### src/rtl/pipe_ctrl_pkg.sv
// Shared CPU pipeline-control definitions: interrupt FSM states, next-PC
// select encodings and the drain length used before interrupt entry.
package pipe_ctrl_pkg;

    typedef enum logic [2:0] {
        ST_IDLE    = 3'd0,
        ST_DRAIN   = 3'd1,
        ST_ENTER   = 3'd2,
        ST_HANDLER = 3'd3,
        ST_RETURN  = 3'd4
    } fsm_state_t;

    localparam logic [1:0] NPC_NORMAL = 2'b00;
    localparam logic [1:0] NPC_VECTOR = 2'b01;
    localparam logic [1:0] NPC_EPC    = 2'b10;

    localparam int unsigned DRAIN_LEN  = 2;
    // Down-counter preload: DRAIN lasts while the counter walks to zero.
    localparam logic [1:0]  DRAIN_LOAD = 2'(DRAIN_LEN - 1);

    // x0 is hardwired zero, so it never creates a dependency.
    function automatic logic reg_match(input logic [4:0] rd, input logic [4:0] rs);
        return (rd != 5'd0) && (rd == rs);
    endfunction

endpackage

### src/rtl/pipe_ctrl_hazard_detect.sv
// Load-use comparator: the EX-stage load writes a register the ID stage reads.
module hazard_detect
    import pipe_ctrl_pkg::*;
(
    input  logic [4:0] id_rs1,
    input  logic [4:0] id_rs2,
    input  logic [4:0] ex_rd,
    input  logic       ex_mem_read,
    output logic       load_use
);

    logic [4:0] src [2];
    logic [1:0] src_hit;

    assign src[0] = id_rs1;
    assign src[1] = id_rs2;

    generate
        for (genvar gi = 0; gi < 2; gi++) begin : g_src
            assign src_hit[gi] = reg_match(ex_rd, src[gi]);
        end
    endgenerate

    assign load_use = ex_mem_read && (src_hit != 2'b00);

endmodule

### src/rtl/pipe_ctrl.sv
// Pipeline hazard/flush control plus a non-nesting external-interrupt
// sequencer (drain, enter, handler, return).
module pipe_ctrl
    import pipe_ctrl_pkg::*;
(
    input  logic        clk,
    input  logic        reset,
    input  logic        ext_int,
    input  logic [4:0]  id_rs1,
    input  logic [4:0]  id_rs2,
    input  logic [4:0]  ex_rd,
    input  logic        ex_mem_read,
    input  logic        ex_branch_taken,
    input  logic        ex_mret,
    input  logic [31:0] ex_pc,
    output logic        pc_stall,
    output logic        if_id_stall,
    output logic        if_id_flush,
    output logic        id_flush_hazard,
    output logic        id_flush_branch,
    output logic        int_detected,
    output logic        int_restore,
    output logic [1:0]  npc_sel,
    output logic [31:0] epc,
    output logic        int_active,
    output logic [7:0]  int_count
);

    fsm_state_t  state_reg;
    logic [1:0]  sync_reg;
    logic        pending_reg;
    logic [1:0]  drain_cnt_reg;
    logic        drain_stall_reg;
    logic        int_detected_reg;
    logic        int_restore_reg;
    logic [1:0]  npc_sel_reg;
    logic [31:0] epc_reg;
    logic        int_active_reg;
    logic [7:0]  int_count_reg;

    logic load_use;
    logic int_rise;
    logic fsm_quiet;
    logic hazard_active;

    hazard_detect u_hazard_detect (
        .id_rs1      (id_rs1),
        .id_rs2      (id_rs2),
        .ex_rd       (ex_rd),
        .ex_mem_read (ex_mem_read),
        .load_use    (load_use)
    );

    // Edge taken between the two synchroniser stages so a request is
    // pending two cycles after ext_int rises.
    assign int_rise = sync_reg[0] & ~sync_reg[1];

    always_ff @(posedge clk or posedge reset) begin
        if (reset) begin
            state_reg        <= ST_IDLE;
            sync_reg         <= 2'b00;
            pending_reg      <= 1'b0;
            drain_cnt_reg    <= 2'd0;
            drain_stall_reg  <= 1'b0;
            int_detected_reg <= 1'b0;
            int_restore_reg  <= 1'b0;
            npc_sel_reg      <= NPC_NORMAL;
            epc_reg          <= 32'd0;
            int_active_reg   <= 1'b0;
            int_count_reg    <= 8'd0;
        end else begin
            sync_reg         <= {sync_reg[0], ext_int};
            int_detected_reg <= 1'b0;
            int_restore_reg  <= 1'b0;
            npc_sel_reg      <= NPC_NORMAL;
            if (int_rise) begin
                pending_reg <= 1'b1;
            end

            case (state_reg)
                ST_IDLE: begin
                    if (pending_reg && !ex_branch_taken && !load_use) begin
                        state_reg       <= ST_DRAIN;
                        drain_cnt_reg   <= DRAIN_LOAD;
                        drain_stall_reg <= 1'b1;
                    end
                end
                ST_DRAIN: begin
                    if (drain_cnt_reg == 2'd0) begin
                        state_reg        <= ST_ENTER;
                        drain_stall_reg  <= 1'b0;
                        int_detected_reg <= 1'b1;
                        npc_sel_reg      <= NPC_VECTOR;
                    end else begin
                        drain_cnt_reg <= drain_cnt_reg - 2'd1;
                    end
                end
                ST_ENTER: begin
                    epc_reg        <= ex_pc;
                    int_count_reg  <= int_count_reg + 8'd1;
                    int_active_reg <= 1'b1;
                    state_reg      <= ST_HANDLER;
                    // A fresh edge arriving this very cycle must not be lost.
                    if (!int_rise) begin
                        pending_reg <= 1'b0;
                    end
                end
                ST_HANDLER: begin
                    if (ex_mret) begin
                        state_reg       <= ST_RETURN;
                        int_restore_reg <= 1'b1;
                        npc_sel_reg     <= NPC_EPC;
                    end
                end
                ST_RETURN: begin
                    state_reg      <= ST_IDLE;
                    int_active_reg <= 1'b0;
                end
                default: begin
                    state_reg <= ST_IDLE;
                end
            endcase
        end
    end

    assign fsm_quiet     = (state_reg == ST_ENTER) || (state_reg == ST_RETURN);
    assign hazard_active = load_use && !ex_branch_taken && !fsm_quiet;

    // Combinational controls are forced low while reset is held.
    assign pc_stall        = !reset && (hazard_active || drain_stall_reg);
    assign if_id_stall     = !reset && (hazard_active || drain_stall_reg);
    assign id_flush_hazard = !reset && hazard_active;
    assign id_flush_branch = !reset && ex_branch_taken;
    assign if_id_flush     = !reset && ex_branch_taken;

    assign int_detected = int_detected_reg;
    assign int_restore  = int_restore_reg;
    assign npc_sel      = npc_sel_reg;
    assign epc          = epc_reg;
    assign int_active   = int_active_reg;
    assign int_count    = int_count_reg;

endmodule

### config.mk
export PLATFORM = sky130hd
export DESIGN_NAME = pipe_ctrl
export DESIGN_NICKNAME = d
export VERILOG_FILES = /design/src/rtl/pipe_ctrl_pkg.sv /design/src/rtl/pipe_ctrl_hazard_detect.sv /design/src/rtl/pipe_ctrl.sv
export SDC_FILE = /design/constraint.sdc
export NUM_CORES = 1
export LEC_CHECK = 0
export ABC_CLOCK_PERIOD_IN_PS = 2100
export CORE_MARGIN = 2
export CORE_UTILIZATION = 41
export CTS_CLUSTER_SIZE = 16
export DETAILED_ROUTE_END_ITERATION = 8
export PLACE_DENSITY = 0.79
export SYNTH_ARGS = -nofsm -noshare
export SYNTH_HDL_FRONTEND = slang
export SYNTH_SLANG_ARGS = --single-unit
### constraint.sdc
create_clock -name clk -period 2.1 [get_ports clk]
set_clock_uncertainty 0.05 [all_clocks]
set_input_delay 0.42 -clock clk [delete_from_list [all_inputs] [get_ports clk]]
set_output_delay 0.42 -clock clk [all_outputs]
set_load 0.01 [all_outputs]
==> Word-level counts from Yosys, hierarchy flattened <==
Cells that the tools add are included.
{ "word_totals": {"ff_bits": 54, "output_inout_bits": 50} }
{ "op_classes": {"mux": 21, "n_addsub": 2, "n_bitwise": 2, "n_eq_ne": 10, "reduce_logical": 25} }
{ "op_table": {"columns": ["cell", "count"], "rows": [
  ["$pmux W3 S4", 1],
  ["$eq A5 B5 Y1", 2],
  ["$logic_and A1 B1 Y1", 10],
  ["$mux W1", 10],
  ["$mux W3", 3],
  ["$reduce_and A3 Y1", 3],
  ["$add A8 B1 Y8 const B", 1],
  ["$ne A2 B2 Y1 const B", 4],
  ["$pmux W2 S2", 2],
  ["$eq A3 B2 Y1 const B", 2],
  ["$mux W2", 3],
  ["$reduce_bool A2 Y1", 3],
  ["$reduce_bool A5 Y1", 1],
  ["$logic_not A1 Y1", 4],
  ["$pmux W1 S2", 2],
  ["$eq A3 B1 Y1 const B", 1],
  ["$eq A3 B3 Y1 const B", 1],
  ["$logic_not A3 Y1", 1],
  ["$logic_not A2 Y1", 1],
  ["$logic_or A1 B1 Y1", 2],
  ["$sub A2 B1 Y2 const B", 1],
  ["$and A1 B1 Y1", 1],
  ["$not A1 Y1", 1]
]} }

==> Logic depth before layout (Yosys ltp) <==
{ "depth": {"word_depth": 8, "depth_mapped": 7, "ltp_nobuf": 7} }

==> By module <==
A second synthesis with hierarchy kept.
{ "hier_totals": {"cells_unflattened": 246, "area_unflattened_um2": 2316.0} }
{ "modules_own_cells": {"columns": ["module", "area_per_inst_um2", "n_inst", "cells_per_inst"], "rows": [
  ["pipe_ctrl", 2190.9, 1, 229],
  ["hazard_detect", 125.1, 1, 17]
]} }

==> Least setup slack after synthesis <==
Ideal clock, no wire load.
{ "synth_path": {"kind": "input to output", "startpoint": "input port ex_rd[1]", "endpoint": "output port pc_stall", "setup_slack_ps": 152, "n_path_buf": 1, "arrival_ps": 1478, "path_stages": 5, "path_cell_list": "or4_1 -> o21a_1 -> nand3_1 -> a21oi_1 -> buf_4"} }
{ "synth_via": {"elab_chain_len": 8, "elab_cells_between_ends": 11, "classes_between": "2 x eq/ne; 9 x reduce/logical"} }
{ "synth_lines": {"columns": ["element", "line_no", "rtl"], "rows": [
  ["start, declared", "pipe_ctrl.sv:11", "input logic [4:0] ex_rd,"],
  ["$eq A5 B5 Y1 / $reduce_bool A5 Y1 (equally long branches)", "pipe_ctrl_pkg.sv:23", "return (rd != 5'd0) && (rd == rs);"],
  ["$logic_and A1 B1 Y1", "pipe_ctrl_pkg.sv:23", null],
  ["$reduce_bool A2 Y1 *", "pipe_ctrl_hazard_detect.sv:24", "assign load_use = ex_mem_read && (src_hit != 2'b00);"],
  ["$logic_and A1 B1 Y1 *", "pipe_ctrl_hazard_detect.sv:24", null],
  ["$logic_and A1 B1 Y1 * (2 in series)", "pipe_ctrl.sv:127", "assign hazard_active = load_use && !ex_branch_taken && !fsm_quiet;"],
  ["$logic_or A1 B1 Y1 *", null, null],
  ["$logic_and A1 B1 Y1 *", null, null],
  ["end, declared", "pipe_ctrl.sv:16", "output logic pc_stall,"]
]} }
Every way passes the cells marked *; elsewhere a longest branch is shown, timed or not.

==> Worst setup path after layout <==
{ "layout_path": {"startpoint": "input port ex_rd[4]", "endpoint": "output port pc_stall"} }
{ "layout_via": {"elab_chain_len": 8, "elab_cells_between_ends": 11, "classes_between": "2 x eq/ne; 9 x reduce/logical"} }
{ "layout_lines": {"columns": ["element", "line_no", "rtl"], "rows": [
  ["$eq A5 B5 Y1 / $reduce_bool A5 Y1 (equally long branches)", "pipe_ctrl_pkg.sv:23", null],
  ["$logic_and A1 B1 Y1", "pipe_ctrl_pkg.sv:23", null],
  ["$reduce_bool A2 Y1 *", "pipe_ctrl_hazard_detect.sv:24", null],
  ["$logic_and A1 B1 Y1 *", "pipe_ctrl_hazard_detect.sv:24", null],
  ["$logic_and A1 B1 Y1 * (2 in series)", "pipe_ctrl.sv:127", null],
  ["$logic_or A1 B1 Y1 *", "pipe_ctrl.sv:130", "assign pc_stall = !reset && (hazard_active || drain_stall_reg);"],
  ["$logic_and A1 B1 Y1 *", "pipe_ctrl.sv:130", null]
]} }
Marked as above.

==> results.txt <==
Post-synth top cells -> 54 x dfrtp_1, 33 x mux2_2, 16 x xnor2_1, 13 x nor2_1, 8 x inv_1
Sequential area share after synthesis -> 59.8%
Syn Area/Cell -> 12.8 sq um
Nets -> 342
Final instance area -> 3520 sq um
Part of the power in combinational logic -> 47.4%
CP Max Fanout -> 3
Final min period -> 2.06 ns
CTS sink count -> 54
Total die area -> 6120 sq um
Initial Utilization -> 41.8%
Setup WS post-layout -> 0.0383 ns
Most frequent cell after synthesis -> dfrtp_1
Placed instance count -> 350
Port buffer count -> 102
All-Layer GR Usage -> 16.2%
Final Hold Vio Count -> 0
Post-Syn Nets -> 232
Internal -> 3.16 mW
CP Data Required Time -> 1.63 ns
Critical Path AT -> 1.59 ns
Worst Hold Launch -> sync_reg[0]$_DFF_PP0_
IR drop worst, VDD -> 643 uV
Clk root buf -> clkbuf_8
Yosys warns -> 0
Critical path origin -> ex_rd[4]
Final worst-path cycle share -> 98.2%
Fin util -> 65.2%
CTS clk-pin slew, worst paths -> 0.09 ns
Crit path max-delay family -> simple AND/OR/NAND/NOR gates
Synth cell types -> 28
Routed Antenna Nets -> 0
Final std cells w/o fill -> 360
I/O pin cnt -> 103
Run status -> finished clean
Hold Crit Class -> reg2reg
Wire length per cell -> 13.4 microns
Leading area contributor after synthesis -> dfrtp_1
Largest register FFs -> 32
Setup violators final -> 0
Die X -> 78.2 microns
Overflow after GRT -> 0
CP endpoint kind -> output pin
Final Wtd Congestion -> 0.801
Vias per inst -> 4.79
Post-DP HPWL -> 3.63 mm
First-pass GRT wire length -> 7.78 mm
Buffers and inverters on the worst path -> 2
CP dominant cell by count -> buf_2
Least-Margin Pin Slew -> 0.323 ns
FFs w/ async S/R, synth -> 100%
Initial DRT Pass Iterations -> 4
P&R area growth vs syn -> 56.0%
Antenna cell count -> 0
Post-synth EDFFs -> 0
TritonCTS Buffers -> 5
Max-cap violations -> 0
Crit path launch type -> primary input
Post-Place Setup Slack -> -0.719 ns
Sequential share of power -> 37.7%
Core region area -> 5410 sq um
Power share of the clock group -> 14.9%
Worst-path cell chain -> buf_2, or4_1, o21a_1, nand3_2, a21oi_2, buf_2
Reg2reg start -> state_reg[2]$_DFFE_PP0P_
Leak -> 1.50 nW
H-tree depth -> 2
Most used DFF post-synth -> dfrtp_1
Largest net degree at the start of global routing -> 55
Vias in the first global route -> 1678
Clock buffer depth -> 2
RSZ-0062 raised after global routing -> false
Max-slew violation count -> 0
Seq cells post-synth -> 54
Worst slew margin -> 78.4%
WS Path Type -> in2out
Initial antenna violation count -> 0
Area contributors post-synth -> dfrtp_1 60%, mux2_2 16%, xnor2_1 6.2%
Post-Syn Area -> 2260 sq um
DRC -> 0
Switching part of the total -> 31.4%
Vias -> 1726
Routed WL -> 4.84 mm
Slowest-stage cell, CP -> or4_1
Worst-Skew Late Latency -> 0.30 ns
Fraction of layout cells with a size suffix above 1 -> 23.3%
Fmax -> 485 MHz
CTS tree -> done
Dpl cell area -> 3420 sq um
Hold_buf cts -> 0
Max incr delay on CP -> 0.52 ns
Gate Count Post-Synth -> 177
Std-Cell Rows -> 27
Die height -> 78.2 microns
DRT iter0 DRCs -> 32
Switching power -> 1.45 mW
Yosys top cell area share -> 59.8%
PD cells -> 1310 nW/um^2
[metal layers]
layer | wire length, microns | up-vias | global-route usage (%) | part of all wire (%)
met1 | 2090 | 803 | 20.6 | 43
met3 | 487 | 5 | 4.94 | 10
met2 | 2210 | 92 | 26.3 | 46
met4 | 52 | 0 | 5.44 | 1.1
met5 | 0 | - | 0 | 0
li1 | - | 826 | - | -
[cell usage in the layout (no fill, tap or decap), drive strengths merged, types with 3 or more instances in the layout]
cell	synthesis	final
clkbuf	3	7
buf	6	15
dfrtp	54	54
nand4	4	4
nand2	6	6
clkdlybuf4s50	0	82
nor2	13	13
a21oi	6	6
inv	8	8
xnor2	16	16
o21ai	4	4
mux2	33	33
nand3	3	3
dlygate4sd2	0	11
[logic make-up after synthesis]
logic type	Yosys count	synth area share [%]
compound gates	19	5.21
buf+inv	17	3.38
simple gates	34	7.09
mux	33	16.4
fa+ha+maj	2	1.11
xor+xnor	18	6.98
flops	54	59.8
[path summary, 6_finish.rpt]
| kind | slack, ns | to | cells past startpoint |
|---|---|---|---|
| max | 0.04 | pc_stall | 6 |
| min | 0.33 | sync_reg[1]$_DFF_PP0_ | 0 |
| max reg2reg | 0.23 | epc[30]$_DFFE_PP0N_ | 5 |
| min reg2reg | 0.33 | sync_reg[1]$_DFF_PP0_ | 0 |
| max in group asynchronous | 1.13 | epc[21]$_DFFE_PP0N_ | 4 |
| min in group asynchronous | 0.63 | drain_cnt_reg[1]$_DFFE_PP0P_ | 4 |
[layout make-up]
type | count | area, sq um
Clock buffer | 5 | 68.8
Clock inverter | 3 | 45.0
Fill cell | 450 | 1880
Inverter | 8 | 30.0
Multi-Input combinational cell | 106 | 866
Sequential cell | 54 | 1350
Tap cell | 72 | 90.1
Timing Repair Buffer | 112 | 1070
[stage by stage]
step	power [mW]	setup TNS [ns]	hold slack, ns
floorplan	2.81	0	0.304
global placement	3.90	-3.07	0.309
detailed placement	3.97	-3.51	0.319
CTS	4.66	0	0.333
global route	4.92	0	0.338
finish	4.60	0	0.333
[timing repair]
| item | in CTS | in global routing |
|---|---|---|
| pin swaps | 14 | 8 |
| endpoints found under the setup margin | 6 | 3 |
| buffers inserted | 2 | 0 |
| gates resized for setup | 41 | 6 |
| hold endpoints to repair | 0 | 0 |
[power groups by stage]
stage | clock (mW) | combinational [mW] | sequential, mW
CTS | 0.715 | 2.21 | 1.74
detailed placement | 0 | 2.21 | 1.76
finish | 0.687 | 2.18 | 1.73
global route | 0.759 | 2.36 | 1.81
floorplan | 0 | 0.889 | 1.92
global placement | 0 | 2.16 | 1.74
Note: power is estimated with default switching activity, not from simulation.
